$ cat config.mk
export PLATFORM = sky130hd
export DESIGN_NAME = serial_word_deserializer_flat
export DESIGN_NICKNAME = d
export VERILOG_FILES = /design/src/rtl/serial_word_deserializer_pkg.sv /design/src/rtl/serial_word_deserializer_if.sv /design/src/rtl/serial_word_deserializer_hold.sv /design/src/rtl/serial_word_deserializer.sv /design/src/flat_wrapper.sv
export SDC_FILE = /design/constraint.sdc
export NUM_CORES = 1
export LEC_CHECK = 0
export ABC_AREA = 1
export BUFFER_PORTS_ARGS = -buffer_cell sky130_fd_sc_hd__buf_2
export CORE_UTILIZATION = 41
export CTS_CLUSTER_DIAMETER = 30
export DETAILED_ROUTE_END_ITERATION = 16
export MAX_ROUTING_LAYER = met4
export PLACE_DENSITY_LB_ADDON = 0.12
export RECOVER_POWER = 50
export SLEW_MARGIN = 40
export SYNTH_ARGS = -nofsm -noshare
export SYNTH_HDL_FRONTEND = slang
export SYNTH_SLANG_ARGS = --single-unit
$ cat constraint.sdc
create_clock -name CLK -period 1.2 [get_ports CLK]
set_input_delay 0.06 -clock CLK [delete_from_list [all_inputs] [get_ports CLK]]
set_output_delay 0.06 -clock CLK [all_outputs]
set_load 0.005 [all_outputs]
$ cat src/rtl/serial_word_deserializer_pkg.sv
// Shared types and constants for the serial word deserializer.
package shift_pkg;

    typedef enum logic {IDLE, RECV} deser_state_t;

    localparam bit DIR_LSB_FIRST = 1'b1;
    localparam bit DIR_MSB_FIRST = 1'b0;

endpackage

$ cat src/rtl/serial_word_deserializer_if.sv
// Serial-in / word-out bundle of the deserializer; master drives the serial side and consumes words.
interface serial_word_deserializer_if #(
    parameter int WIDTH = 4
);
    localparam int CW = $clog2(WIDTH + 1);

    logic             ser_in;
    logic             ser_valid;
    logic             frame_start;
    logic             lsb_first;
    logic [WIDTH-1:0] out_data;
    logic             out_valid;
    logic             out_ready;
    logic             overrun;
    logic             frame_err;
    logic             err_clr;
    logic [CW-1:0]    bit_cnt;

    modport master (
        output ser_in, ser_valid, frame_start, lsb_first, out_ready, err_clr,
        input  out_data, out_valid, overrun, frame_err, bit_cnt
    );

    modport slave (
        input  ser_in, ser_valid, frame_start, lsb_first, out_ready, err_clr,
        output out_data, out_valid, overrun, frame_err, bit_cnt
    );
endinterface

$ cat src/rtl/serial_word_deserializer_hold.sv
// One-entry valid/ready holding stage; a load that finds it full and not draining is dropped.
module word_hold_reg #(
    parameter int WIDTH = 4
) (
    input  logic             clk,
    input  logic             rst_n,
    input  logic             load,
    input  logic [WIDTH-1:0] word,
    input  logic             ready,
    output logic [WIDTH-1:0] data,
    output logic             valid,
    output logic             drop
);
    logic [WIDTH-1:0] data_q, data_d;
    logic             valid_q, valid_d;

    always_comb begin
        data_d  = data_q;
        valid_d = valid_q;
        drop    = 1'b0;
        if (load) begin
            // A draining entry frees the slot in the same cycle, so no bubble.
            if (!valid_q || ready) begin
                data_d  = word;
                valid_d = 1'b1;
            end else begin
                drop = 1'b1;
            end
        end else if (valid_q && ready) begin
            valid_d = 1'b0;
        end
    end

    always_ff @(posedge clk or negedge rst_n) begin
        if (!rst_n) begin
            data_q  <= '0;
            valid_q <= 1'b0;
        end else begin
            data_q  <= data_d;
            valid_q <= valid_d;
        end
    end

    assign data  = data_q;
    assign valid = valid_q;
endmodule

$ cat src/rtl/serial_word_deserializer.sv
// Rebuilds WIDTH-bit words from a framed 1-bit stream (per-frame bit order) and hands them off via valid/ready.
module serial_word_deserializer
    import shift_pkg::*;
#(
    parameter int WIDTH = 4
) (
    input  logic                        CLK,
    input  logic                        Clear_b,
    serial_word_deserializer_if.slave   bus
);
    localparam int CW = $clog2(WIDTH + 1);
    localparam logic [CW-1:0] CNT_FULL = CW'(WIDTH);

    deser_state_t     state_q, state_d;
    logic [WIDTH-1:0] sh_q, sh_d;
    logic [CW-1:0]    cnt_q, cnt_d;
    logic             dir_q, dir_d;
    logic             done_q, done_d;
    logic             frame_err_q, frame_err_d;
    logic             overrun_q, overrun_d;

    logic             take;
    logic             ferr_evt;
    logic [WIDTH-1:0] shift_src;
    logic             drop;
    logic [WIDTH-1:0] hold_data;
    logic             hold_valid;

    always_comb begin
        state_d   = state_q;
        sh_d      = sh_q;
        cnt_d     = cnt_q;
        dir_d     = dir_q;
        done_d    = 1'b0;
        take      = 1'b0;
        ferr_evt  = 1'b0;
        shift_src = sh_q;
        if (bus.ser_valid) begin
            if (bus.frame_start) begin
                // A frame start always restarts; mid-frame it abandons the partial word.
                take      = 1'b1;
                ferr_evt  = (state_q == RECV);
                dir_d     = bus.lsb_first;
                shift_src = '0;
                cnt_d     = CW'(1);
                state_d   = RECV;
            end else if (state_q == RECV) begin
                take  = 1'b1;
                cnt_d = cnt_q + CW'(1);
            end
        end
        if (take) begin
            if (dir_d == DIR_LSB_FIRST) sh_d = {bus.ser_in, shift_src[WIDTH-1:1]};
            else                        sh_d = {shift_src[WIDTH-2:0], bus.ser_in};
            if (cnt_d == CNT_FULL) begin
                done_d  = 1'b1;
                cnt_d   = '0;
                state_d = IDLE;
            end
        end
        // A fresh error in the clearing cycle takes priority over the clear.
        frame_err_d = ferr_evt | (frame_err_q & ~bus.err_clr);
        overrun_d   = drop     | (overrun_q   & ~bus.err_clr);
    end

    always_ff @(posedge CLK or negedge Clear_b) begin
        if (!Clear_b) begin
            state_q     <= IDLE;
            sh_q        <= '0;
            cnt_q       <= '0;
            dir_q       <= 1'b0;
            done_q      <= 1'b0;
            frame_err_q <= 1'b0;
            overrun_q   <= 1'b0;
        end else begin
            state_q     <= state_d;
            sh_q        <= sh_d;
            cnt_q       <= cnt_d;
            dir_q       <= dir_d;
            done_q      <= done_d;
            frame_err_q <= frame_err_d;
            overrun_q   <= overrun_d;
        end
    end

    // The completed word sits in sh_q for the cycle after its last bit and is offered here.
    word_hold_reg #(.WIDTH(WIDTH)) u_hold (
        .clk   (CLK),
        .rst_n (Clear_b),
        .load  (done_q),
        .word  (sh_q),
        .ready (bus.out_ready),
        .data  (hold_data),
        .valid (hold_valid),
        .drop  (drop)
    );

    assign bus.out_data  = hold_data;
    assign bus.out_valid = hold_valid;
    assign bus.overrun   = overrun_q;
    assign bus.frame_err = frame_err_q;
    assign bus.bit_cnt   = cnt_q;
endmodule
$ cat src/flat_wrapper.sv
// flat-port wrapper written by rule: the top's interface ports become plain ports
module serial_word_deserializer_flat import shift_pkg::*;
#(
    parameter int WIDTH = 4
)
  (CLK, Clear_b, bus_ser_in, bus_ser_valid, bus_frame_start, bus_lsb_first, bus_out_ready, bus_err_clr, bus_out_data, bus_out_valid, bus_overrun, bus_frame_err, bus_bit_cnt);
  serial_word_deserializer_if #(.WIDTH(WIDTH)) bus_i ();
  input  logic CLK;
  input  logic Clear_b;
  input wire logic [$bits(bus_i.ser_in)-1:0] bus_ser_in;
  input wire logic [$bits(bus_i.ser_valid)-1:0] bus_ser_valid;
  input wire logic [$bits(bus_i.frame_start)-1:0] bus_frame_start;
  input wire logic [$bits(bus_i.lsb_first)-1:0] bus_lsb_first;
  input wire logic [$bits(bus_i.out_ready)-1:0] bus_out_ready;
  input wire logic [$bits(bus_i.err_clr)-1:0] bus_err_clr;
  output wire logic [$bits(bus_i.out_data)-1:0] bus_out_data;
  output wire logic [$bits(bus_i.out_valid)-1:0] bus_out_valid;
  output wire logic [$bits(bus_i.overrun)-1:0] bus_overrun;
  output wire logic [$bits(bus_i.frame_err)-1:0] bus_frame_err;
  output wire logic [$bits(bus_i.bit_cnt)-1:0] bus_bit_cnt;
  assign bus_i.ser_in = bus_ser_in;
  assign bus_i.ser_valid = bus_ser_valid;
  assign bus_i.frame_start = bus_frame_start;
  assign bus_i.lsb_first = bus_lsb_first;
  assign bus_i.out_ready = bus_out_ready;
  assign bus_i.err_clr = bus_err_clr;
  assign bus_out_data = bus_i.out_data;
  assign bus_out_valid = bus_i.out_valid;
  assign bus_overrun = bus_i.overrun;
  assign bus_frame_err = bus_i.frame_err;
  assign bus_bit_cnt = bus_i.bit_cnt;
  serial_word_deserializer #(.WIDTH(WIDTH)) u_core (.CLK(CLK), .Clear_b(Clear_b), .bus(bus_i));
endmodule
==> qor.yml <==
global_routing:
  grt_pass1_wl_mm: 2.36
  track_usage: 0.165
  antenna_found_initial: 0
  grt_max_degree: 18
  grt-ovfl-total: 0
  grt_pass1_vias: 570
critical_path:
  arrival_ns: 1.32
  start_kind: "flop"
  worstPathMaxFanout: 3
  path_class: "reg2reg"
  cp.required_ns: 1.39
  end_kind: "flop"
pwr:
  power_uw: 1780
  leakagePower_uw: 0.000511
  power_density_nw_per_um2: 1810
  irDropWorstVdd_uv: 1120
yosys:
  syn_area_sq_um: 808
  yosysWarnings: 0
  synth-seq-area-share: 0.526
  synth-seq-cells: 17
  syn_inst: 85
  synth.avg_cell_area_sq_um: 9.51
  synth_cell_types: 22
  syn-num-nets: 94
finish:
  stdcell_count: 135
  multiInputGateArea_sq_um: 314
  final_layout_size_suffix_gt1_frac: 0.318
  fillers: 188
  regArea_sq_um: 425
  areaGrowthSynthToFinish_pct: 21.8
  final_area_sq_um: 985
  diodes: 0
  nets: 120
sta:
  slew_violations: 0
  worst_pin_slew_ns: 0.906
  hold_viol: 0
  layout_worst_path_cycle_share: 0.942
  rsz0062_at_grt: "no"
  finalSetupTns_ns: 0
  finalClockSkew_ns: 0.00128
  slew_headroom: 0.396
  max_freq_ghz: 0.885
  period_needed_ns: 1.13
  setup_viol: 0
detailed_routing:
  ant_nets: 0
  drc_errors: 0
  wl_mm: 1.39
  wire_per_inst_microns: 10.3
  firstDrtPassIters: 2
  drt-vias-per-instance: 4.50
  drt-initial-drc-count: 11
  vias: 608
die:
  fp.coreArea_sq_um: 1780
  num_io_pins: 18
  die-height_microns: 46.4
  rows: 15
  die_w_microns: 46.4
  start_util: 0.453
  die_area_sq_um: 2150
clocking:
  root_buffer: "clkbuf_4"
  insertion_delay_ns: 0.28
  clock_path_buffers: 2
  cts_buffers: 3
  cts_setup_buffers: 0
  cts_tree: "yes"
  clk_transition_reported_paths_ns: 0.09
  clock_sinks: 17
  post_cts_resized: 0
  htree_levels: 1
placed_design:
  dpl_cell_area_sq_um: 932
  routabilityCongestion: 0.801
  placed_cells: 128
  portBuffers: 17
  hpwl_mm: 1.06
run:
  drv_cap: 0
hold_path:
  worst_hold_path_type: "in2reg"
run_status:
  status: "finished, final reports clean"
area by class of cell:
cell class | instances | share of cell area
clock buffers | 4 | 0.0267
well taps | 25 | 0.0318
flip-flops and latches | 17 | 0.432
multi-input cells | 53 | 0.319
inverters | 15 | 0.0673
repair buffers | 21 | 0.123
worst max-delay path: stages, from the launching register on:
cell	delay, ns
dfrtp_1	0.41
ha_1	0.22
nand4_1	0.10
nand3_1	0.14
nor2_4	0.13
nor2_1	0.04
metrics by stage:
| stage | hold WS, ns | setup slack (ns) | util |
|---|---|---|---|
| floorplan | -0.236 | 0.0112 | - |
| global placement | 0.00373 | 0.0887 | 0.523 |
| global route | 0.00491 | 0.00234 | 0.552 |
| detailed placement | 0.00462 | 0.0482 | 0.523 |
| CTS | 0.000929 | 0.0409 | 0.554 |
| finish | 0.0165 | 0.0701 | 0.552 |
power breakdown:
part	internal, uW	switching [uW]	total (uW)
clock	129	171	300
sequential	740	107	846
combinational	275	362	637
flip-flops by register name, summed over array words and instances (netlist names):
| register | count |
|---|---|
| u_core.bus.frame_err | 1 |
| u_core.sh_q | 4 |
| u_core.dir_q | 1 |
| u_core.bus.overrun | 1 |
| u_core.u_hold.data | 4 |
| u_core.done_q | 1 |
| u_core.u_hold.valid | 1 |
| u_core.state_q | 1 |
| u_core.bus.bit_cnt | 3 |
placed cells by master, fill, tap and decap left out, types with 2 or more instances in the layout:
cell type       n
buf_2          16
clkbuf_1        2
clkbuf_4        3
clkinv_4        2
dfrtp_1        17
dlygate4sd3_1   3
inv_1          11
inv_2           2
nand2_1        16
nand2_2         2
nand2_4         3
nand3_1         5
nor2_1          6
nor2_4          2
o21ai_0         8
what timing repair did:
| item | CTS | global route |
|---|---|---|
| hold buffers | 3 | 0 |
| endpoints found under the setup margin | 0 | 1 |
| hold endpoints to repair | 20 | 0 |
metal layers:
layer | track usage | routed length [microns]
met2 | 0.242 | 640
met5 | - | 0
met3 | 0.0353 | 61
met1 | 0.211 | 690
met4 | 0.0882 | 0
kinds of logic after synthesis:
| group | Yosys count | share of synthesized area |
|---|---|---|
| and+or+nand+nor | 37 | 0.263 |
| DFF | 17 | 0.526 |
| AOI/OAI and AO/OA | 15 | 0.113 |
| buffers and inverters | 15 | 0.0820 |
| adders and majority gates | 1 | 0.0155 |
worst paths after layout:
path	startpoint	to	slack [ns]	cells past startpoint
max in group asynchronous	Clear_b	u_core.dir_q	0.24	2
min in group asynchronous	Clear_b	u_core.u_hold.valid	0.41	2
worst min register to register	u_core.u_hold.data[1]	u_core.u_hold.data[1]	0.48	2
worst max register to register	u_core.bus.bit_cnt[1]	u_core.state_q	0.07	5
worst max-delay path	u_core.bus.bit_cnt[1]	u_core.state_q	0.07	5
worst min-delay path	bus_ser_in	u_core.sh_q[3]	0.02	3
cells in the mapped netlist:
cell / n / area, sq um
clkinv_4: 2 / 17.5
nand2_4: 3 / 33.8
nand4_4: 1 / 21.3
dfrtp_1: 17 / 425
nand4_1: 1 / 6.26
o211ai_1: 1 / 7.51
o21ai_1: 2 / 10.0
nand3_1: 5 / 25.0
o21ai_0: 7 / 35.0
nand2_2: 3 / 18.8
nor2_1: 6 / 22.5
a21o_1: 1 / 7.51
nand2_1: 15 / 56.3
o22ai_1: 1 / 6.26
nor2_2: 1 / 6.26
a21oi_2: 1 / 8.76
ha_1: 1 / 12.5
nor2_4: 2 / 22.5
o21ai_2: 1 / 8.76
inv_2: 1 / 3.75
a211oi_1: 1 / 7.51
inv_1: 12 / 45.0
(Power assumes the default switching activity.)
